### src/rtl/step_pacer.sv
// Speed-level step pacer: clamps the requested level and emits a one-cycle step
// pulse every BASE_DIV*(5-level) cycles, with pause, stop and a wrapping step count.
module step_pacer #(
   parameter int unsigned BASE_DIV = 5_000_000
) (
   input  logic        clk,
   input  logic        rst,
   input  logic [2:0]  level,
   input  logic        en,
   output logic [2:0]  level_q,
   output logic        step,
   output logic [15:0] step_cnt
);

   localparam int unsigned CNT_W = 32;
   localparam int unsigned LVL_W = 3;
   localparam int unsigned SC_W  = 16;

   // Terminal count (period - 1) for each running level; BASE_DIV*4 fits in 32 bits.
   localparam logic [CNT_W-1:0] LAST_1 = CNT_W'(BASE_DIV * 32'd4 - 32'd1);
   localparam logic [CNT_W-1:0] LAST_2 = CNT_W'(BASE_DIV * 32'd3 - 32'd1);
   localparam logic [CNT_W-1:0] LAST_3 = CNT_W'(BASE_DIV * 32'd2 - 32'd1);
   localparam logic [CNT_W-1:0] LAST_4 = CNT_W'(BASE_DIV - 32'd1);

   logic [LVL_W-1:0] level_c;
   logic [CNT_W-1:0] last_c;
   logic [CNT_W-1:0] cnt;

   // Requested level saturated to the fastest legal speed.
   always_comb begin
      level_c = level;
      if (level > LVL_W'(4)) level_c = LVL_W'(4);
   end

   always_comb begin
      last_c = '0;
      case (level_q)
         LVL_W'(1): last_c = LAST_1;
         LVL_W'(2): last_c = LAST_2;
         LVL_W'(3): last_c = LAST_3;
         LVL_W'(4): last_c = LAST_4;
         default:   last_c = '0;
      endcase
   end

   // A level change restarts the phase and wins over stop, pause and run.
   always_ff @(posedge clk) begin
      if (rst) begin
         level_q  <= '0;
         cnt      <= '0;
         step     <= 1'b0;
         step_cnt <= '0;
      end else begin
         level_q <= level_c;
         step    <= 1'b0;
         if (level_c != level_q) begin
            cnt <= '0;
         end else if (level_q == LVL_W'(0)) begin
            cnt <= '0;
         end else if (!en) begin
            cnt <= cnt;
         end else if (cnt == last_c) begin
            cnt      <= '0;
            step     <= 1'b1;
            step_cnt <= step_cnt + SC_W'(1);
         end else begin
            cnt <= cnt + CNT_W'(1);
         end
      end
   end

endmodule

### config.mk
export PLATFORM = sky130hd
export DESIGN_NAME = step_pacer
export DESIGN_NICKNAME = d
export VERILOG_FILES = /design/src/rtl/step_pacer.sv
export SDC_FILE = /design/constraint.sdc
export NUM_CORES = 1
export LEC_CHECK = 0
export ABC_CLOCK_PERIOD_IN_PS = 7700
export CORE_MARGIN = 3
export CORE_UTILIZATION = 51
export CTS_CLUSTER_DIAMETER = 200
export DETAILED_ROUTE_END_ITERATION = 8
export GPL_TIMING_DRIVEN = 0
export PLACE_DENSITY_LB_ADDON = 0.15
export SETUP_SLACK_MARGIN = 0.4
export SLEW_MARGIN = 20
export SYNTH_ARGS = -nofsm -noshare
export SYNTH_HDL_FRONTEND = slang
export SYNTH_SLANG_ARGS = --single-unit
### constraint.sdc
create_clock -name clk -period 7.7 [get_ports clk]
set_input_delay 1.155 -clock clk [delete_from_list [all_inputs] [get_ports clk]]
set_output_delay 1.155 -clock clk [all_outputs]
set_load 0.01 [all_outputs]
==> flow_metrics.py <==
metrics = {
    "hold_path": {
        "worstHoldPathType": "reg -> reg",
    },
    "sta": {
        "finalHoldViolations": 0,
        "layout_min_cycle_time_ps": 3330,
        "skew_ps": 7.89,
        "postLayoutSetupSlackWorst_ps": 4370,
        "setup_tns_ps": 0,
        "rsz0062_at_grt": "false",
        "setup_viol": 0,
        "slew_headroom_pct": 54.0,
        "finalCritPeriodShare_pct": 43.2,
        "fmax_mhz": 301,
        "tightest_slew_ps": 684,
        "slew_violations": 0,
    },
    "finish": {
        "drive_above_1_share_pct": 8.98,
        "num-fill-cells": 526,
        "final_common_cell": "nor2_1",
        "mostFrequentLayoutCells": "nor2_1, dfxtp_1, nand2_1, clkdlybuf4s50_1",
        "multi_input_comb_area_um2": 1840,
        "layout.nets": 408,
        "antennaDiodeCount": 0,
        "regArea_um2": 1040,
        "area_growth_pct": 14.0,
    },
    "cts": {
        "tritoncts": "built",
        "holdBufCountCts": 0,
        "cts.clk_slew.worst_paths_ps": 100,
        "cts_buffer_depth": 2,
        "cts_buffers": 5,
        "root_buffer": "clkbuf_8",
        "cts_setup_buffers": 0,
        "cts_resized": 0,
        "clk-insertion-delay-late_ps": 310,
        "cts_max_level": 2,
        "clock-sinks": 52,
    },
    "placed_design": {
        "dp_slack_ps": 4070,
        "gp_congestion": 0.896,
        "hpwlAfterDp_mm": 5.22,
        "numPortBuffers": 24,
    },
    "worst_setup_path": {
        "path_class": "in -> reg",
        "endpoint_kind": "flip-flop",
        "required_ps": 7910,
        "crit_fanout": 10,
        "setup.worst_path.start_class": "primary input",
        "critPathArrivalTime_ps": 3530,
    },
    "global_route": {
        "antenna_found_initial": 0,
        "grt_pass1_wl_mm": 12.1,
        "grt_usage_pct": 20.6,
        "busiest_layer": "met2",
        "grt_pass1_vias": 2574,
        "globalRouteOverflowTotal": 0,
        "use_met1_pct": 30.2,
        "grt_max_degree": 17,
        "gr-usage-met2_pct": 31.0,
        "grt_use_met3_pct": 3.65,
    },
    "synthesis": {
        "synthDistinctLibCells": 61,
        "yosysTopAreaCell": "dfxtp_1",
        "syn_avg_cell_area_um2": 8.29,
        "synthArstFlopShare_pct": 0,
        "synth_edf_count": 0,
        "synth_fp_nets": 377,
        "synthTopCellsByArea": "dfxtp_1, nor2_1, xnor2_1",
        "synth-seq-cells": 52,
        "yosysWarnings": 0,
        "synth_ff_type": "dfxtp_1",
        "yosysTopAreaCellShare_pct": 34.0,
        "synth_seq_area_share_pct": 34.0,
        "synth_cells": 369,
        "synth_area_um2": 3060,
    },
    "drt": {
        "wl_per_cell_um": 14.8,
        "wirelength_mm": 7.02,
        "drt-initial-drc-count": 158,
        "vias_per_cell": 5.74,
        "vias": 2713,
        "dr.pass1.iters": 4,
        "final_antenna_net_count": 0,
        "drc": 0,
    },
    "die": {
        "dieArea_um2": 6970,
        "die_w_um": 83.5,
        "initial_core_util_pct": 54.2,
        "rows": 27,
        "io_pins": 26,
        "fp.coreArea_um2": 5640,
        "die_h_um": 83.5,
    },
    "run": {
        "maxCapViolCount": 0,
    },
    "power": {
        "ir_drop_mv": 0.107,
        "powerDensity_nw_per_um2": 138,
        "power_leakage_nw": 1.18,
    },
    "outcome": {
        "status": "complete, no violations",
    },
}
[path summary, 6_finish.rpt]
check                                 start           to  slack (ps)  cells after the start
worst max-delay path               level[1]  step_cnt[9]        4370                      8
worst max register to register      cnt[19]  step_cnt[9]        4710                      8
worst min-delay path            step_cnt[1]  step_cnt[1]         520                      2
worst min register to register  step_cnt[1]  step_cnt[1]         520                      2
[where the power goes]
part           switching, mW  total (mW)  internal (mW)  leakage, nW
registers           0.000699       0.270          0.270        0.419
logic                 0.0282      0.0455         0.0172        0.721
clock network         0.0931       0.166         0.0729       0.0434
total                  0.122       0.482          0.360         1.18
[area by class of cell]
class	instances	share of cell area, %
Clock inverter	2	0.430
Multi-Input combinational cell	286	52.8
Buffer	20	3.87
Timing Repair Buffer	24	6.89
Inverter	11	1.18
Tap cell	72	2.58
Clock buffer	6	2.37
Sequential cell	52	29.8
[stage by stage]
stage | cells | total power [mW] | utilization [%] | hold WS, ps | instance area [um2]
2_1_floorplan | 369 | 0.309 | - | 479 | 3060
6_report | 473 | 0.482 | 61.8 | 519 | 3490
4_1_cts | 473 | 0.486 | 61.8 | 520 | 3490
3_3_place_gp | 465 | 0.321 | 60.1 | 495 | 3390
3_5_place_dp | 465 | 0.321 | 60.1 | 504 | 3390
5_1_grt | 473 | 0.498 | 61.8 | 547 | 3490
[kinds of logic (layout without fill, tap and decap cells)]
group,after synthesis,in the layout,share of synthesized area (%)
and+or+nand+nor,202,202,35.2
AOI/OAI and AO/OA,34,34,9.32
muxes,14,14,5.15
buffers and inverters,31,63,5.76
DFF,52,52,34.0
adders and majority gates,3,3,1.14
xor gates and xnor gates,33,33,9.44
[flip-flops by register name, indices dropped and copies added, names as in the netlist]
register and cells:
step 1, step_cnt 16, cnt 32, level_q 3
[critical path, stage by stage]
cell and delay (ps):
clkdlybuf4s50_1 530, nor4bb_1 280, nand2_1 100, a31oi_1 210, nand4_1 270, buf_2 290
nor4_1 330, mux2_2 370
[Yosys cell counts (all sizes together) (13+ instances only)]
cell,n
and3,13
dfxtp,52
mux2,14
nand2,26
nand3,17
nand4,13
nor2,56
nor2b,17
nor4,19
xnor2,19
xor2,14
[routing by layer]
layer | part of all wire (%) | vias up
li1 | - | 1373
met1 | 50 | 1268
met2 | 43 | 66
met3 | 5.5 | 6
met4 | 1.2 | 0
met5 | 0 | -
No activity file was read; power rests on OpenSTA's default activity.
